<file path="config.mk">
export PLATFORM = sky130hd
export DESIGN_NAME = fetch_sequencer
export DESIGN_NICKNAME = d
export VERILOG_FILES = /design/src/rtl/fetch_sequencer_pkg.sv /design/src/rtl/fetch_sequencer_fd_skid_buf.sv /design/src/rtl/fetch_sequencer.sv
export SDC_FILE = /design/constraint.sdc
export NUM_CORES = 1
export LEC_CHECK = 0
export BUFFER_PORTS_ARGS = -buffer_cell sky130_fd_sc_hd__buf_2
export CAP_MARGIN = 40
export CELL_PAD_IN_SITES_DETAIL_PLACEMENT = 1
export CELL_PAD_IN_SITES_GLOBAL_PLACEMENT = 1
export CORE_MARGIN = 2
export CORE_UTILIZATION = 43
export DETAILED_ROUTE_END_ITERATION = 6
export PLACE_DENSITY = 0.84
export SETUP_SLACK_MARGIN = 0.1
export SLEW_MARGIN = 20
export SYNTH_ARGS = -nofsm -noshare
export SYNTH_HDL_FRONTEND = slang
export SYNTH_SLANG_ARGS = --single-unit
</file>
<file path="constraint.sdc">
create_clock -name clk -period 2.57 [get_ports clk]
set_input_delay 0.257 -clock clk [delete_from_list [all_inputs] [get_ports clk]]
set_output_delay 0.257 -clock clk [all_outputs]
set_load 0.01 [all_outputs]
</file>
<file path="src/rtl/fetch_sequencer_pkg.sv">
// Shared state encodings, constants and bundle types for the fetch sequencer.
package fetch_sequencer_pkg;

  typedef enum logic [1:0] {
    FS_BOOT  = 2'd0,
    FS_FETCH = 2'd1,
    FS_HOLD  = 2'd2
  } fs_state_t;

  localparam logic [31:0] DEFAULT_RESET_PC = 32'h0000_3000;
  localparam logic [31:0] NOP_INSTR        = 32'h0000_0000;

  typedef struct packed {
    logic        vld;
    logic        annul;
    logic [31:0] target;
  } pend_t;

  typedef struct packed {
    logic        vld;
    logic [31:0] instr;
    logic [31:0] pc8;
  } fd_t;

  function automatic logic [31:0] pc_align(input logic [31:0] pc);
    return pc & 32'hFFFF_FFFC;
  endfunction

endpackage

</file>
<file path="src/rtl/fetch_sequencer_fd_skid_buf.sv">
// Holds one fetched instruction while decode stalls; loads in one cycle, drains on clear.
// No internal backpressure: the owner guarantees load and clear are never asserted together.
module fd_skid_buf
  import fetch_sequencer_pkg::*;
(
  input  logic        clk,
  input  logic        rst_n,
  input  logic        load,
  input  logic        clear,
  input  logic [31:0] din,
  output logic        valid,
  output logic [31:0] dout
);

  always_ff @(posedge clk or negedge rst_n) begin
    if (!rst_n) begin
      valid <= 1'b0;
      dout  <= NOP_INSTR;
    end else if (load) begin
      valid <= 1'b1;
      dout  <= din;
    end else if (clear) begin
      valid <= 1'b0;
    end
  end

endmodule

</file>
<file path="src/rtl/fetch_sequencer.sv">
// Fetch-stage PC, F/D register and redirect sequencing; one edge from imem_addr to F/D, 1 instr/cycle.
// Decode stall holds F/D; a fetch completing under stall is parked in the skid buffer (imem_req drops).
module fetch_sequencer
  import fetch_sequencer_pkg::*;
#(
  parameter logic [31:0] RESET_PC = DEFAULT_RESET_PC
) (
  input  logic        clk,
  input  logic        reset,
  output logic        imem_req,
  output logic [31:0] imem_addr,
  input  logic        imem_ready,
  input  logic [31:0] imem_rdata,
  input  logic        d_stall,
  input  logic        d_redirect,
  input  logic [31:0] d_target,
  input  logic        d_annul,
  output logic        fd_valid,
  output logic [31:0] fd_instr,
  output logic [31:0] fd_pc8
);

  fs_state_t   state, state_nxt;
  logic [31:0] pc_f, next_pc, tgt, hold_buf, ho_instr;
  logic        hold_load, hold_vld, handover, acc, ann, annul_eff;
  pend_t       pend;
  fd_t         fd;

  assign tgt       = pc_align(d_target);
  assign acc       = d_redirect & fd.vld & ~d_stall;
  assign ann       = d_annul & fd.vld & ~d_stall;
  assign handover  = ((state == FS_FETCH && imem_ready) || state == FS_HOLD) && !d_stall;
  assign ho_instr  = hold_vld ? hold_buf : imem_rdata;
  assign annul_eff = pend.vld ? pend.annul : ann;
  assign next_pc   = pend.vld ? pend.target : (acc ? tgt : pc_f + 32'd4);

  assign imem_addr = pc_align(pc_f);
  assign fd_valid  = fd.vld;
  assign fd_instr  = fd.instr;
  assign fd_pc8    = fd.pc8;

  always_comb begin
    state_nxt = state;
    imem_req  = 1'b0;
    hold_load = 1'b0;
    case (state)
      FS_BOOT:  state_nxt = FS_FETCH;
      FS_FETCH: begin
        imem_req = 1'b1;
        if (imem_ready && d_stall) begin
          hold_load = 1'b1;
          state_nxt = FS_HOLD;
        end
      end
      FS_HOLD:  if (!d_stall) state_nxt = FS_FETCH;
      default:  state_nxt = FS_BOOT;
    endcase
  end

  always_ff @(posedge clk or negedge reset) begin
    if (!reset) state <= FS_BOOT;
    else        state <= state_nxt;
  end

  always_ff @(posedge clk or negedge reset) begin
    if (!reset) begin
      pc_f <= pc_align(RESET_PC);
      fd   <= '0;
      pend <= '0;
    end else begin
      if (handover) pc_f <= next_pc;

      if (!d_stall) begin
        if (handover) begin
          fd.vld   <= !annul_eff;
          fd.instr <= ho_instr;
          fd.pc8   <= pc_f + 32'd8;
        end else begin
          fd.vld   <= 1'b0;
        end
      end

      // An annul-only pend resumes sequentially after the delay slot (pc_f is the slot here).
      if (handover) begin
        pend.vld <= 1'b0;
      end else if (acc || ann) begin
        pend.vld    <= 1'b1;
        pend.annul  <= ann;
        pend.target <= acc ? tgt : pc_f + 32'd4;
      end
    end
  end

  fd_skid_buf u_hold (
    .clk   (clk),
    .rst_n (reset),
    .load  (hold_load),
    .clear (handover),
    .din   (imem_rdata),
    .valid (hold_vld),
    .dout  (hold_buf)
  );

endmodule
</file>
==> impl_results.md <==
- Critical Path RT: between 2 and 3 ns
- Fraction of layout cells with a size suffix above 1: between 20% and 30%
- Initial Util: about 44%
- DR iter-0 viols: 420
- First-pass GRT wire length: ~42,000 um
- DRC: 0
- Peak VDD IR: 0.000622 V
- DP Cell Count: 1,269
- Initial antenna violation count: 1
- Fin area: about 10,000 sq um
- Setup-failing EPs final: 0
- TritonCTS clock tree: built
- RSZ-0062 raised after global routing: false
- Post-CTS Setup Inserts: 0
- Gr ovfl total: 0
- Nets: about 1.1k
- Post-synth EDFFs: 0
- Status: finished, final reports clean
- Clock Path Buffers: 2
- Non-Filler Instances: ~1.3k
- Final Hold Vio Count: 0
- Hold endpoint: u_hold.dout[21]
- Setup crit start: pc_f[4]
- Worst Hold Depth: 2
- Root Driver: clkbuf_16
- Crit. End Element: register
- Rel. slew slack: 51.8%
- Max cap viols: 0
- Sequential fraction of the synthesis area: a little under half
- Crit path arrival time: 2.66 ns
- Largest net degree at the start of global routing: just under 80
- Via/cell ratio: 5.58
- Worst clock skew: 0.00900 ns
- Post-synth top area share: roughly 47%
- Worst Hold Launch: imem_rdata[21]
- Synth Instances: 910
- Die Wd: 146 um
- Drt wl/cell: approximately 20 um
- Crit start category: register
- Number of CTS-inserted buffers: 17
- Worst Reg-to-Reg Cells: 6
- Top Ports: between 150 and 200
- Crit-path max FO: 8
- Worst-Margin Slew: 0.723 ns
- Main synth FF type: dfrtp_1
- Crit path kind: reg2reg
- Final setup TNS: 0 ns
- Clk slew on worst S/H paths: ~0.080 ns
- Clock latency on the worst-skew pair: around 0.44 ns
- Tcrit/Tclk final: between 90 and 100%
- DR vias: roughly 7.3k
- Area grow syn2layout: 18.3%
- Pwr Density: between 1000 and 1500 nW/um^2
- Core area: 19,600 sq um
- Area leader, netlist: dfrtp_1
- Slew Viols, Final: 0
- DIE HEIGHT: 146 um
- Worst hold path type: in2reg
- Fraction of registers with async set/reset: 100%
- Post-DP Area: a little under 10,000 sq um
- Die area: roughly 21,000 sq um
- Mean area per synthesized cell: around 9.5 sq um
- Leakage power: approximately 4.6 nW
- Worst reg2reg path endpoint: pc_f[23]
- GRT Total Usage: about a quarter
- DPL Wire Length: approximately 18,000 um
- Post-Route WL: 25,400 um
- Drt first pass iters: 4
- Vias in the first global route: ~7.9k
- R2r startpoint: pc_f[4]
- Final Wtd Congestion: around 0.8
- Rows: 51
- Synth cell types: 60
- Number of port buffers: between 150 and 200
- Min cycle time layout: 2.34 ns
- Syn Std Cell Area: just under 9000 sq um
- H-tree levels: 4
- Final-layout fill cell count: 2,277
- F_max: between 400 and 500 MHz
- Synthesis-stage register bit count: 166
- DRT antenna net count: 0
- Flop-to-flop setup slack: between 0.2 and 0.25 ns
- Top cells by area, synth: dfrtp_1, a21oi_1, mux2_2
- Clk sinks: approximately 170
- Syn. warnings: 0
## per-layer routing
layer	wire length, um	vias to the layer above	GRT usage [%]	part of all wire, %
met5	0	-	0	0
met3	1080	47	4.23	4.3
li1	-	3384	-	-
met4	788	0	10.6	3.1
met1	10600	3653	30.4	42
met2	12900	189	42.2	51
## worst max-delay path, cell delays in order, from the launching register on
cell	delay [ns]
dfrtp_1	0.45
ha_2	0.29
nand4_4	0.13
or4_4	0.63
o31a_1	0.36
o31ai_1	0.25
a21oi_1	0.10
## power by group
part | switching [mW] | internal (mW) | total [mW] | leakage (nW)
sequential | 1.03 | 3.70 | 4.73 | 2.00
clock | 1.25 | 1.30 | 2.55 | 0.280
combinational | 2.49 | 1.84 | 4.33 | 2.37
## worst max path at each step
| stage | end | slack [ns] | cells past startpoint |
|---|---|---|---|
| floorplan | pc_f[21] | 0.38 | 7 |
| global placement | pc_f[21] | 0.17 | 6 |
| detailed placement | pc_f[23] | 0.11 | 6 |
| CTS | pc_f[23] | 0.21 | 6 |
| global route | pend[20] | 0.10 | 7 |
| finish | pc_f[23] | 0.23 | 6 |
## layout by cell type, fill, tap and decap left out, drive strengths merged, types with 8 or more instances in the layout
cell type    n
buf        204
dfrtp      164
nand2      105
nor2       100
a21oi       81
o21ai       59
mux2i       38
mux2        36
xor2        25
xnor2       22
nand4       19
clkbuf      17
inv         16
o31ai       15
nor3        15
a211oi      13
nand3       10
nor4         9
o221ai       8
## per-stage QoR
stage	hold WS, ns	util [%]	power [mW]	setup slack [ns]
after floorplan	-0.0386	-	7.57	0.383
after global placement	0.234	49.2	8.79	0.171
after detailed placement	0.240	49.2	9.06	0.105
after CTS	0.0381	52.2	11.7	0.212
after global routing	0.0518	52.3	12.4	0.100
final	0.0551	52.3	11.6	0.228
## registers in the layout, indices dropped and copies added, names as in the netlist
register	flops
fd_pc8	32
state	2
pc_f	32
u_hold.dout	32
u_hold.valid	1
fd_instr	32
fd_valid	1
pend	34
## logic make-up (layout without fill, tap and decap cells)
family	count (synthesis)	after routing	share of synthesized area, %
xor gates and xnor gates	47	47	4.75
buffers and inverters	119	245	6.92
other	1	3	0.0433
DFF	166	166	48.0
AOI/OAI and AO/OA	215	215	14.9
adders and majority gates	2	2	0.289
and+or+nand+nor	286	286	16.0
muxes	74	74	9.07
## cell type report
type | instances | area, sq um | area share [%]
Multi-Input combinational cell | 626 | 3940 | 38.4
Clock buffer | 17 | 425 | 4.15
Tap cell | 265 | 332 | 3.24
Antenna cell | 1 | 2.50 | 0.0244
Sequential cell | 166 | 4160 | 40.6
Inverter | 8 | 30.0 | 0.293
Clock inverter | 15 | 156 | 1.53
Timing Repair Buffer | 205 | 1200 | 11.7
## what timing repair did
item	4_1_cts	5_1_grt
gates resized for setup	1	2
endpoints found under the setup margin	3	3
hold endpoints to repair	41	0
hold buffers	1	0
## cells in the mapped netlist (3+ instances only)
library cell and instances:
nand4_1 17, nand3b_1 3, a21o_1 7, dfrtp_1 164, buf_1 11, inv_1 8
o221ai_1 8, xnor2_1 22, a211oi_1 13, and4_1 7, nor3_1 12, clkbuf_1 51
nand2_1 105, a311oi_1 4, or3_1 3, o31ai_1 15, nand3_1 10, nor2_1 100
a21oi_1 81, buf_4 34, mux2_2 36, xor2_1 25, o2bb2ai_1 4, nor4_1 5
a31oi_1 6, nand2b_1 4, o21ai_0 57, buf_2 12, nor4_4 4, mux2i_1 38
No activity file was read; power rests on OpenSTA's default activity.
